--- src/rtl/dbus_arbiter_pkg.sv ---
// Shared data-bus request/response types and arbiter FSM encoding.
// Imported by dbus_arbiter and dbus_arbiter_rr_picker.
package dbus_arbiter_pkg;

    localparam int DBUS_NREQ = 2;

    typedef enum logic [1:0] {
        MSIZE1 = 2'd0,
        MSIZE2 = 2'd1,
        MSIZE4 = 2'd2,
        MSIZE8 = 2'd3
    } msize_t;

    typedef struct packed {
        logic        valid;
        logic [63:0] addr;
        msize_t      size;
        logic [7:0]  strobe;
        logic [63:0] data;
    } dbus_req_t;

    typedef struct packed {
        logic        addr_ok;
        logic        data_ok;
        logic [63:0] data;
    } dbus_resp_t;

    typedef enum logic {
        ARB_IDLE = 1'b0,
        ARB_BUSY = 1'b1
    } arb_state_t;

    // Response handed to a requester on its completion cycle.
    function automatic dbus_resp_t make_done_resp(input logic [63:0] bus_data);
        dbus_resp_t r;
        r         = '0;
        r.addr_ok = 1'b1;
        r.data_ok = 1'b1;
        r.data    = bus_data;
        return r;
    endfunction

endpackage

--- src/rtl/dbus_arbiter_rr_picker.sv ---
// Combinational rotating picker: first set request strictly after 'last', wrapping.
// With last tied to NREQ-1 it degenerates to lowest-index-wins.
module dbus_arbiter_rr_picker
    import dbus_arbiter_pkg::*;
#(
    parameter int NREQ = DBUS_NREQ
) (
    input  logic [NREQ-1:0]         req,
    input  logic [$clog2(NREQ)-1:0] last,
    output logic [NREQ-1:0]         grant,
    output logic                    found
);

    localparam int IDX_W = $clog2(NREQ);

    logic [IDX_W-1:0] idx_s;
    logic             hit_s;

    // Walk the candidates in rotation order and grant the first requester seen.
    always_comb begin
        grant = '0;
        found = 1'b0;
        idx_s = '0;
        hit_s = 1'b0;
        for (int off = 1; off <= NREQ; off++) begin
            idx_s        = IDX_W'((int'(last) + off) % NREQ);
            hit_s        = req[idx_s] & ~found;
            grant[idx_s] = hit_s;
            found        = found | hit_s;
        end
    end

endmodule

--- src/rtl/dbus_arbiter.sv ---
// Data-bus arbiter: grants one requester at a time, holds its request until data_ok.
// Define DBUS_ARB_FIXED_PRIO_EN for fixed priority (port 0 highest); default is round-robin.
module dbus_arbiter
    import dbus_arbiter_pkg::*;
#(
    parameter int NREQ = DBUS_NREQ
) (
    input  logic                    clk,
    input  logic                    reset,
    input  dbus_req_t               creq  [NREQ],
    output dbus_resp_t              cresp [NREQ],
    output dbus_req_t               dreq,
    input  dbus_resp_t              dresp,
    output logic                    busy,
    output logic [$clog2(NREQ)-1:0] owner
);

    localparam int IDX_W = $clog2(NREQ);
    localparam logic [IDX_W-1:0] LAST_IDX = IDX_W'(NREQ - 1);

    arb_state_t       state_q;
    arb_state_t       state_d;
    dbus_req_t        req_q;
    dbus_req_t        req_d;
    logic [IDX_W-1:0] owner_q;
    logic [IDX_W-1:0] owner_d;

    logic [NREQ-1:0]  valid_vec_s;
    logic [NREQ-1:0]  grant_s;
    logic             found_s;
    logic [IDX_W-1:0] pick_last_s;
    logic [IDX_W-1:0] win_idx_s;
    logic             take_s;
    logic             done_s;

`ifdef DBUS_ARB_FIXED_PRIO_EN
    assign pick_last_s = LAST_IDX;
`else
    logic [IDX_W-1:0] rr_last_q;
    logic [IDX_W-1:0] rr_last_d;

    assign pick_last_s = rr_last_q;
`endif

    // Gather the per-port valid bits for the picker.
    always_comb begin
        valid_vec_s = '0;
        for (int i = 0; i < NREQ; i++) begin
            valid_vec_s[i] = creq[i].valid;
        end
    end

    dbus_arbiter_rr_picker #(
        .NREQ (NREQ)
    ) u_picker (
        .req   (valid_vec_s),
        .last  (pick_last_s),
        .grant (grant_s),
        .found (found_s)
    );

    // Encode the one-hot grant into a port index.
    always_comb begin
        win_idx_s = '0;
        for (int i = 0; i < NREQ; i++) begin
            win_idx_s = win_idx_s | (grant_s[i] ? IDX_W'(i) : {IDX_W{1'b0}});
        end
    end

    assign take_s = (state_q == ARB_IDLE) && found_s;
    assign done_s = (state_q == ARB_BUSY) && dresp.data_ok;

    // FSM state register.
    always_ff @(posedge clk) begin
        if (reset) begin
            state_q <= ARB_IDLE;
        end else begin
            state_q <= state_d;
        end
    end

    // FSM next state: a completion always returns to IDLE, giving one bubble cycle.
    always_comb begin
        state_d = state_q;
        case (state_q)
            ARB_IDLE: begin
                if (found_s) begin
                    state_d = ARB_BUSY;
                end else begin
                    state_d = ARB_IDLE;
                end
            end
            ARB_BUSY: begin
                if (dresp.data_ok) begin
                    state_d = ARB_IDLE;
                end else begin
                    state_d = ARB_BUSY;
                end
            end
            default: state_d = ARB_IDLE;
        endcase
    end

    // Grant-time capture of the winning request, owner and rotation pointer.
    always_comb begin
        req_d   = req_q;
        owner_d = owner_q;
`ifndef DBUS_ARB_FIXED_PRIO_EN
        rr_last_d = rr_last_q;
`endif
        if (take_s) begin
            req_d   = creq[win_idx_s];
            owner_d = win_idx_s;
`ifndef DBUS_ARB_FIXED_PRIO_EN
            rr_last_d = win_idx_s;
`endif
        end else begin
            req_d   = req_q;
            owner_d = owner_q;
        end
    end

    // Datapath registers; live requester changes cannot reach the bus once latched.
    always_ff @(posedge clk) begin
        if (reset) begin
            req_q   <= '0;
            owner_q <= '0;
`ifndef DBUS_ARB_FIXED_PRIO_EN
            rr_last_q <= LAST_IDX;
`endif
        end else begin
            req_q   <= req_d;
            owner_q <= owner_d;
`ifndef DBUS_ARB_FIXED_PRIO_EN
            rr_last_q <= rr_last_d;
`endif
        end
    end

    // Bus-side outputs: the latched request is presented only while BUSY.
    always_comb begin
        dreq = '0;
        case (state_q)
            ARB_BUSY: begin
                dreq       = req_q;
                dreq.valid = 1'b1;
            end
            ARB_IDLE: dreq = '0;
            default:  dreq = '0;
        endcase
    end

    // Requester-side outputs: only a still-valid owner sees its completion.
    always_comb begin
        for (int i = 0; i < NREQ; i++) begin
            cresp[i] = '0;
            if (done_s && (owner_q == IDX_W'(i)) && creq[i].valid) begin
                cresp[i] = make_done_resp(dresp.data);
            end else begin
                cresp[i] = '0;
            end
        end
    end

    assign busy  = (state_q == ARB_BUSY);
    assign owner = owner_q;

endmodule

--- config.mk ---
export PLATFORM = sky130hd
export DESIGN_NAME = dbus_arbiter
export DESIGN_NICKNAME = d
export VERILOG_FILES = /design/src/rtl/dbus_arbiter_pkg.sv /design/src/rtl/dbus_arbiter_rr_picker.sv /design/src/rtl/dbus_arbiter.sv
export SDC_FILE = /design/constraint.sdc
export NUM_CORES = 1
export LEC_CHECK = 0
export CELL_PAD_IN_SITES_DETAIL_PLACEMENT = 0
export CELL_PAD_IN_SITES_GLOBAL_PLACEMENT = 1
export CORE_AREA = 4 4 238 240
export DETAILED_ROUTE_END_ITERATION = 10
export DIE_AREA = 0 0 242 244
export PLACE_DENSITY_LB_ADDON = 0.1
export SETUP_SLACK_MARGIN = 0.3
export SLEW_MARGIN = 20
export SYNTH_ARGS = -nofsm -noshare
export SYNTH_HDL_FRONTEND = slang
export SYNTH_SLANG_ARGS = --single-unit
--- constraint.sdc ---
create_clock -name clk -period 2.3 [get_ports clk]
set_input_delay 0.69 -clock clk [delete_from_list [all_inputs] [get_ports clk]]
set_output_delay 0.69 -clock clk [all_outputs]
set_load 0.005 [all_outputs]
==> impl_results.md, run 1 <==
- PnR worst setup slack: -0.3630 ns
- Min-delay src: dresp[64]
- Aggregate global routing overflow: 0
- Clk pin slew, worst setup/hold paths: 0.05 ns
- Setup Skew: 0.01525 ns
- Clk pwr share: 0.367
- RSZ-0062 raised after global routing: yes
- Vias in the first global route: 10.82k
- Relative slew slack: 0.7402
- DR vias: 10.18k
- Sw Share: 0.2883
- Deepest clock path buffer count: 2
- Area added between synthesis and finish: 120.5%
- Outcome: complete, but fails checks
- Type of origin of the critical path: input port
- Fraction of layout cells with a size suffix above 1: 0.2416
- DR iter-0 viols: 275
- Post-Syn Nets: 1,427
- Max cap viols: 0
- Worst hold path class: input port to register
- DRT Pass-1 Iters: 4
- Placement Rows: 86
- Root buffer cell: clkbuf_16
- Max Fanout on Critical Path: 4
- Flops & latches, synth: 141
- Die width: 242 um
- DRC: 0
- Design Area, Final: 0.01733 mm2
- Count of final setup violators: 243
- Critical path required time: 1.61 ns
- Flop2flop setup slack: 0.55 ns
- Crit path kind: input port to output port
- Combinational Power Share: 0.303
- Worst setup EP type: output port
- CP max-delay cell: and4b_4
- Crit-path cells: clkdlybuf4s15_1 -> and4b_4 -> buf_6 -> buf_12 -> buf_16 -> buf_16 -> buf_12 -> and2_4 -> buf_6
- Slew at the pin closest to its max-slew limit: 0.3898 ns
- R2R depth: 7
- Vias per cell: 4.088
- Post-synthesis sequential area ratio: 0.3590
- Die ar.: 0.05905 mm2
- Internal power: 6.061 mW
- Seq pwr share: 0.330
- Max-slew violation count: 0
- RD Place Congestion: 0.8107
- Final hold viol count: 0
- Core ar.: 0.05466 mm2
- Clk sinks: 141
- I/O pins: 619
- Die Y-Extent: 244 um
- Worst Hold Path Cells: 2
- Yosys warning total: 0
- H-tree depth: 4
- Final period util: 1.158
- Layout Utilization: 0.3171
- Worst R2R End: req_q[35]$_SDFFE_PP0P_
- Number of I/O port buffers: 617
- Initial Util: 0.1438
- Leak: 7.412 nW
- Clk Latency, worst-skew pair: 0.47 ns
- Worst reg2reg path startpoint: busy$_SDFF_PP0_
- Post-DP HPWL: 41,310 um
- Sw Pwr: 2.455 mW
- Largest net degree at the start of global routing: 92
- Placed insts: 2,378
- Fillers: 5,848
- First-pass GRT wire length: 77,600 um
- DRT Wirelength: 54,920 um
- CTS tree: built
- WP data arrival: 1.97 ns
- Distinct cells, synth: 21
- Maximum VDD drop: 0.0004875 V
- Placement Setup Slack: -0.9305 ns
- Slowest stage delay, CP: 0.22 ns
- Fmax: 375.5 MHz
- PwrDens: 491.3 mW/mm2
- WL per Instance: 22.05 um
- Crit path time final: 2.663 ns
- TritonCTS buffer count: 17
- Antenna Nets Post-Route: 0
- Final cell count without fillers: 2,491
- Synth Instances: 1,081
- Post-Syn Area: 0.007863 mm2
- Nets: 2,113
- Failing checks: negative setup slack
- Total track usage: 0.1783
- Initial antenna violation count: 15
- Syn Area/Cell: 7.273 um2
- WHS Endpoint: busy$_SDFF_PP0_
- Area after DPL: 0.01564 mm2
## cell families (layout without fill, tap and decap cells)
logic type      count (synthesis)  count (layout)  synth area share
other cells                     0               7                 0
compound gates                283             283            0.2277
simple gates                  548             548            0.3487
flops                         141             141            0.3590
buf+inv                       109             808           0.06461
## layer usage
metal  track usage  part of all wire
met1        0.1951              0.40
met2        0.3054              0.49
met3       0.07873             0.085
met4       0.06795             0.030
met5             0            0.0020
## power by group through the flow
stage          registers, mW  clock network [mW]  logic (mW)
2_1_floorplan           2.82                   0       0.918
3_3_place_gp            2.85                   0        2.50
3_5_place_dp            2.86                   0        2.50
4_1_cts                 2.81                3.28        2.58
5_1_grt                 2.84                3.35        2.82
6_report                2.81                3.12        2.58
## how the worst max path moves through the flow
stage	start	to	slack [ns]	depth (start not counted)
2_1_floorplan	creq[138]	cresp[15]	0.29	4
3_3_place_gp	dresp[64]	cresp[125]	-0.89	5
5_1_grt	busy$_SDFF_PP0_	cresp[25]	-0.43	8
3_5_place_dp	dresp[64]	cresp[125]	-0.93	5
6_report	creq[277]	cresp[128]	-0.36	9
4_1_cts	busy$_SDFF_PP0_	dreq[120]	-0.49	3
## registers in the layout, indices dropped and copies added, names as in the netlist
name and cells:
owner 1, pick_last_s 1, busy 1, req_q 138
## per-stage QoR
step | total power, mW | hold slack, ns | TNS (ns)
after global routing | 9.013 | 0.4466 | -71.43
after CTS | 8.666 | 0.4895 | -74.16
after global placement | 5.357 | 0.4806 | -111.23
after floorplan | 3.742 | 0.4736 | 0
after detailed placement | 5.361 | 0.4877 | -114.85
final | 8.516 | 0.4570 | -47.89
## cell type report
class / instances / area, um2 / share of cell area
diodes: 7 / 17.52 / 0.001011
well taps: 704 / 880.8 / 0.05082
repair buffers: 776 / 8244 / 0.4756
clock inverters: 9 / 157.7 / 0.009095
clock buffers: 23 / 467.9 / 0.02700
multi-input cells: 831 / 4740 / 0.2734
flip-flops and latches: 141 / 2826 / 0.1631
## cells in the final DEF, fill, tap and decap left out, drive strengths merged
master | synthesis | routed
bufinv | 0 | 4
nor2 | 139 | 139
and4b | 1 | 1
a2bb2oi | 1 | 1
nand2 | 138 | 138
dfxtp | 141 | 141
and2 | 266 | 266
a21oi | 138 | 138
and4 | 1 | 1
a211o | 1 | 1
a211oi | 139 | 139
clkdlybuf4s15 | 0 | 40
clkinv | 0 | 2
clkdlybuf4s50 | 0 | 421
clkbuf | 51 | 39
clkinvlp | 0 | 2
a21boi | 1 | 1
diode | 0 | 7
nand2b | 1 | 1
o21ba | 1 | 1
dlymetal6s2s | 0 | 7
inv | 0 | 1
a21bo | 1 | 1
dlygate4sd2 | 0 | 10
o21bai | 1 | 1
nor3 | 1 | 1
buf | 58 | 282
nor3b | 1 | 1
## critical path: cells and delay by family
| family | cells | cell delay (ns) |
|---|---|---|
| buffers and inverters | 7 | 0.92 |
| and+or+nand+nor | 2 | 0.37 |
## synthesized netlist by cell type, drive strengths merged
cell type  instances  area [um2]
a211o              1       8.760
a211oi           139        1044
a21bo              1       10.01
a21boi             1       11.26
a21oi            138       690.7
a2bb2oi            1       8.760
and2             266        1664
and4               1       8.760
and4b              1       10.01
buf               58       315.3
clkbuf            51       192.7
dfxtp            141        2823
nand2            138       518.0
nand2b             1       6.260
nor2             139       521.8
nor3               1       5.000
nor3b              1       7.510
o21ba              1       10.01
o21bai             1       7.510
## what timing repair did
| action | 4_1_cts | 5_1_grt |
|---|---|---|
| setup buffers | 46 | 13 |
| gates resized for setup | 711 | 129 |
| setup endpoints to repair | 273 | 273 |
| gates cloned | 10 | 5 |
| pin swaps | 27 | 10 |
| hold buffers | 0 | 0 |
| hold endpoints to repair | 0 | 0 |
Power figures use the tool's default switching activity.
==> run 2, diff against run 1 <==
--- a/config.mk
+++ b/config.mk
@@ -8,8 +8,10 @@
 export CELL_PAD_IN_SITES_DETAIL_PLACEMENT = 0
 export CELL_PAD_IN_SITES_GLOBAL_PLACEMENT = 1
 export CORE_AREA = 4 4 238 240
+export CTS_BUF_LIST = sky130_fd_sc_hd__clkbuf_2 sky130_fd_sc_hd__clkbuf_4 sky130_fd_sc_hd__clkbuf_8
 export DETAILED_ROUTE_END_ITERATION = 10
 export DIE_AREA = 0 0 242 244
+export MAX_ROUTING_LAYER = met4
 export PLACE_DENSITY_LB_ADDON = 0.1
 export SETUP_SLACK_MARGIN = 0.3
 export SLEW_MARGIN = 20
==> run 2 against run 1 <==
Compared with the run above:
- power shrank 6.4%
- highest routed layer is now met4
- sequential power is essentially flat
- via count grew 1.5%
- hold slack gained 0.012 ns
- largest cell class unchanged
- the run still ends with negative setup slack left
- critical path type unchanged
- sequential cell count is the same
==> impl_results.md, run 2 (synthesis gave the netlist of run 1 again) <==
- Fraction of layout cells with a size suffix above 1: 0.3226 (+0.08104)
- Root buffer cell: clkbuf_8
- Largest Register: req_q
- Max reg flops: 138 (unchanged)
- Area added between synthesis and finish: 128.5%
- First-pass GRT wire length: 77,360 um (-0.31%)
- Largest net degree at the start of global routing: 92 (unchanged)
- Placement Setup Slack: -0.9305 ns (unchanged)
- Outcome: complete, but fails checks
- Antenna Nets Post-Route: 0 (unchanged)
- Count of final setup violators: 224 (-7.8%)
- DR WL met2: 27,210 um (+1.6%)
- Fillers: 5,801 (-0.80%)
- Fmax: 365.7 MHz (-2.6%)
- Leak: 7.877 nW (+6.3%)
- Maximum VDD drop: 0.0003001 V (-38%)
- Clk pin slew, worst setup/hold paths: 0.09 ns (+0.04 ns)
- Type of origin of the critical path: input port
- Relative slew slack: 0.7393 (-0.0008230)
- Final hold viol count: 0 (unchanged)
- Setup Skew: 0.02800 ns (+0.01275 ns)
- Uppermost layer routed: met4
- Worst hold slack: 0.4695 ns (+0.01246 ns)
- Layout Utilization: 0.3287 (+0.01163)
- Final period util: 1.189 (+0.03117)
- Post-route setup TNS: -50.30 ns (-2.417 ns)
- Worst hold path class: input port to register
- DRT Pass-1 Iters: 5 (+1)
- DRC: 0 (unchanged)
- Initial antenna violation count: 17 (+2)
- WP data arrival: 2.04 ns (+0.07 ns)
- Slew at the pin closest to its max-slew limit: 0.3910 ns (+0.001234 ns)
- Initial Util: 0.1438 (unchanged)
- Max Fanout on Critical Path: 6 (+2)
- PwrDens: 443.7 mW/mm2 (-9.7%)
- H-tree depth: 4 (unchanged)
- WL met3: 4230 um (-9.0%)
- Most common cell after layout, fill and taps aside: clkdlybuf4s50_1
- Deepest clock path buffer count: 2 (unchanged)
- Crit path time final: 2.735 ns (+0.07170 ns)
- Max cap viols: 0 (unchanged)
- CTS tree: built
- Die ar.: 0.05905 mm2 (unchanged)
- RSZ-0062 raised after global routing: yes
- Die width: 242 um (unchanged)
- Max-slew violation count: 0 (unchanged)
- Vias per cell: 4.094 (+0.16%)
- Placement Rows: 86 (unchanged)
- DR iter-0 viols: 256 (-6.9%)
- TritonCTS buffer count: 17 (unchanged)
- M1 wire length: 23,110 um (+6.4%)
- RD Place Congestion: 0.8227 (+1.5%)
- Aggregate global routing overflow: 0 (unchanged)
- Final cell count without fillers: 2,525 (+1.4%)
- Critical path required time: 1.61 ns (about the same)
- DRT Wirelength: 56,180 um (+2.3%)
- Crit path kind: input port to output port
- Core ar.: 0.05466 mm2 (unchanged)
- Clk sinks: 141 (unchanged)
- I/O pins: 619 (unchanged)
- Vias in the first global route: 10.80k (-0.18%)
- Failing checks: negative setup slack
- Flop2flop setup slack: 0.60 ns (+0.05 ns)
- Worst setup EP type: output port
- Placed insts: 2,378 (unchanged)
- Total track usage: 0.1834 (+0.005104)
- Most frequent cells in the layout: 380 x clkdlybuf4s50_1, 191 x buf_6, 144 x and2_4
- Die Y-Extent: 244 um (unchanged)
- DR vias: 10.34k (+1.5%)
- Post-DP HPWL: 41,310 um (unchanged)
- Clk Latency, worst-skew pair: 0.54 ns (+0.07 ns)
- PnR worst setup slack: -0.4347 ns (-0.07170 ns)
- Number of I/O port buffers: 617 (unchanged)
- WL per Instance: 22.25 um (+0.91%)
- Nets: 2,137 (+1.1%)
[run 2: changes by cell type in the layout (fill, tap and decap cells not counted), sizes merged]
cell	delta
buf	+48
clkbuf	+32
diode	+10
dlymetal6s2s	+9
clkdlybuf4s15	-16
clkdlybuf4s50	-41
dlygate4sd2	-8
[run 2: per-layer routing]
layer	track usage	vias up
li1	-	5060
met1	0.1984	4815
met2	0.3046	389
met3	0.07445	74
met4	0.06693	0
met5	-	-
[run 2: through the flow]
stage / power, mW / instance area, um2
after floorplan: 3.742 / 8006
after global placement: 5.357 / 15640
after detailed placement: 5.361 / 15640
after CTS: 7.994 / 16920
after global routing: 8.473 / 17960
final: 7.973 / 17970
[run 2: path summary, 6_finish.rpt]
path	startpoint	to	cells past startpoint
setup / recovery	dresp[64]	cresp[25]	9
setup reg to reg	busy$_SDFF_PP0_	req_q[38]$_SDFFE_PP0P_	7
hold reg to reg	req_q[65]$_SDFFE_PP0P_	req_q[65]$_SDFFE_PP0P_	2
hold / removal	reset	req_q[128]$_SDFFE_PP0P_	2
[run 2: final cells by class]
cell class / count / area, um2 / area share
timing repair buffer: 800 / 8838 / 0.4919
clock buffer: 23 / 291.5 / 0.01622
tap: 704 / 880.8 / 0.04902
sequential: 141 / 2828 / 0.1574
antenna: 17 / 42.54 / 0.002367
multi-input combinational: 831 / 4931 / 0.2744
clock inverter: 9 / 157.7 / 0.008773
[run 2: power by group]
part           total (mW)  switching [mW]  internal [mW]
sequential           2.81           0.115           2.69
combinational        2.72            1.14           1.58
clock                2.45            1.16           1.29
[run 2: critical path, cell delays in order]
cell	delay (ns)
dlygate4sd2_1	0.26
and4_4	0.22
buf_12	0.14
buf_16	0.12
buf_12	0.12
buf_8	0.12
buf_6	0.11
and2_4	0.14
buf_6	0.12
[run 2: timing repair]
action,in CTS,in global routing
cloned,10,10
pin swaps,28,33
endpoints found under the hold margin,0,0
endpoints found under the setup margin,273,273
hold buffers,0,0
setup buffers,46,32
gates resized for setup,708,442
==> run 3, diff against run 2 <==
--- a/config.mk
+++ b/config.mk
@@ -14,6 +14,7 @@
 export MAX_ROUTING_LAYER = met4
 export PLACE_DENSITY_LB_ADDON = 0.1
 export SETUP_SLACK_MARGIN = 0.3
+export SKIP_CTS_REPAIR_TIMING = 1
 export SLEW_MARGIN = 20
 export SYNTH_ARGS = -nofsm -noshare
 export SYNTH_HDL_FRONTEND = slang
==> run 3 against run 2 <==
Compared with the run above:
- the flow still finishes with violations (negative setup slack)
- clock power hardly changed
- die area is the same
- first-iteration DRC count grew 9.0%
- design area fell by 2.4%
- via count fell by 0.70%
- global-route usage decreased by 0.66 points
- setup slack better by 0.085 ns
- non-clock buffer count fell by 28
- combinational power decreased by 1%
- critical endpoint is now dreq[131]
- largest cell class unchanged
- highest routed layer unchanged
==> impl_results.md, run 3 (synthesis gave the netlist of run 1 again) <==
- DRC: 0 (unchanged)
- Vias in the first global route: 10.48k (-3.0%)
- Worst hold slack: 0.4681 ns (-0.001373 ns)
- Worst setup EP type: output port
- Total track usage: 0.1768 (-0.006563)
- Type of origin of the critical path: register
- Area added between synthesis and finish: 123.0%
- Tot Pwr: 7.946 mW (-0.34%)
- Clk pin slew, worst setup/hold paths: 0.09 ns (about the same)
- DR iter-0 viols: 279 (+9.0%)
- Post-route setup TNS: -44.04 ns (+6.259 ns)
- Slew at the pin closest to its max-slew limit: 0.4011 ns (+0.01010 ns)
- Fraction of layout cells with a size suffix above 1: 0.2876 (-0.03505)
- Relative slew slack: 0.7326 (-0.006733)
- Crit. Startpoint: busy$_SDFF_PP0_
- R2R depth: 7 (unchanged)
- Register Area: 0.002830 mm2 (about the same)
- Most frequent cells in the layout: 382 x clkdlybuf4s50_1, 160 x buf_6, 139 x nor2_1, 139 x a211oi_1, 139 x dfxtp_1
- Placed insts: 2,378 (unchanged)
- Crit path kind: register to output port
- Die Y-Extent: 244 um (unchanged)
- Max-slew violation count: 0 (unchanged)
- CP Capture Point: dreq[131]
- RSZ-0062 raised after global routing: yes
- Largest Register: req_q
- WL per Instance: 22.70 um (+2.0%)
- WP data arrival: 1.96 ns (-0.08 ns)
- Post-DP HPWL: 41,310 um (unchanged)
- Aggregate global routing overflow: 0 (unchanged)
- Max reg flops: 138 (unchanged)
- Failing checks: negative setup slack
- Die width: 242 um (unchanged)
- I/O pins: 619 (unchanged)
- Leak: 8.166 nW (+3.7%)
- First-pass GRT wire length: 74,740 um (-3.4%)
- Count of final setup violators: 207 (-7.6%)
- Final hold viol count: 0 (unchanged)
- Multi-input gate area: 0.004901 mm2 (-0.61%)
- Final cell count without fillers: 2,496 (-1.1%)
- Antenna Nets Post-Route: 0 (unchanged)
- Critical path required time: 1.61 ns (about the same)
- Worst R2R End: req_q[38]$_SDFFE_PP0P_
- Maximum VDD drop: 0.0003034 V (+1.1%)
- Clk Latency, worst-skew pair: 0.54 ns (about the same)
- Largest net degree at the start of global routing: 92 (unchanged)
- Initial Util: 0.1438 (unchanged)
- Vias per cell: 4.113 (+0.46%)
- PnR worst setup slack: -0.3499 ns (+0.08481 ns)
- Clk sinks: 141 (unchanged)
- Die ar.: 0.05905 mm2 (unchanged)
- Fmax: 377.4 MHz (+3.2%)
- Worst reg2reg path startpoint: busy$_SDFF_PP0_
- DR vias: 10.27k (-0.70%)
- CTS tree: built
- PwrDens: 453.2 mW/mm2 (+2.2%)
- Fillers: 5,863 (+1.1%)
- Placement Setup Slack: -0.9305 ns (unchanged)
- Core ar.: 0.05466 mm2 (unchanged)
- Worst hold path class: input port to register
- Placement Rows: 86 (unchanged)
- TritonCTS buffer count: 17 (unchanged)
- Max Fanout on Critical Path: 22 (+16)
- Flop2flop setup slack: 0.57 ns (-0.03 ns)
- Nets: 2,110 (-1.3%)
- Max cap viols: 0 (unchanged)
- Outcome: complete, but fails checks
- Setup Skew: 0.02610 ns (-0.001894 ns)
- RD Place Congestion: 0.8227 (unchanged)
- Most common cell after layout, fill and taps aside: clkdlybuf4s50_1
- DRT Pass-1 Iters: 4 (-1)
- Number of I/O port buffers: 617 (unchanged)
- Final period util: 1.152 (-0.03687)
- DRT Wirelength: 56,660 um (+0.86%)
- H-tree depth: 4 (unchanged)
- Root buffer cell: clkbuf_8
- Initial antenna violation count: 16 (-1)
- Crit path time final: 2.650 ns (-0.08481 ns)
- Deepest clock path buffer count: 2 (unchanged)
## run 3: cell count changes in the layout (fill, tap and decap cells not counted), moves of 5 or more
cell and change:
clkdlybuf4s15_1 -5, buf_4 +6, buf_6 -31, clkdlybuf4s15_2 -19, buf_2 +25, and2_4 -16
clkbuf_2 -25, clkbuf_16 +7, and2_1 +17, dlymetal6s2s_1 +32, buf_16 -10
## run 3: metal layers
metal	global-route usage	routed length, um	vias to the layer above
met5	-	0	-
li1	-	-	5000
met2	0.2961	27550	378
met4	0.06164	1674	0
met1	0.1894	23130	4820
met3	0.07368	4307	68
## run 3: how the worst min path moves through the flow
stage,start,end,slack [ns],cells past startpoint
finish,reset,req_q[30]$_SDFFE_PP0P_,0.47,2
global placement,req_q[83]$_SDFFE_PP0P_,req_q[83]$_SDFFE_PP0P_,0.48,2
detailed placement,req_q[67]$_SDFFE_PP0P_,req_q[67]$_SDFFE_PP0P_,0.49,2
floorplan,req_q[100]$_SDFFE_PP0P_,req_q[100]$_SDFFE_PP0P_,0.47,2
CTS,reset,req_q[30]$_SDFFE_PP0P_,0.38,2
global route,reset,req_q[29]$_SDFFE_PP0P_,0.42,2
## run 3: worst max-delay path, cell delays in order, from the launching register on
cell,delay (ns)
dfxtp_4,0.43
buf_12,0.14
buf_12,0.18
and2_1,0.14
clkdlybuf4s50_1,0.51
## run 3: area by class of cell
type,count,share of cell area
timing repair buffer,772,0.4810
multi-input combinational,832,0.2795
sequential,141,0.1614
tap,704,0.05024
clock buffer,23,0.01663
clock inverter,9,0.008992
antenna,15,0.002141
## run 3: per-stage QoR
step	util	area (um2)
after floorplan	-	8006
after global placement	0.2862	15640
after detailed placement	0.2862	15640
after CTS	0.2944	16090
after global routing	0.3207	17530
final	0.3207	17530
## run 3: report_power, final
group	internal [mW]	leakage, nW	switching, mW
clock network	1.29	0.224	1.17
logic	1.55	6.77	1.13
registers	2.69	1.17	0.119
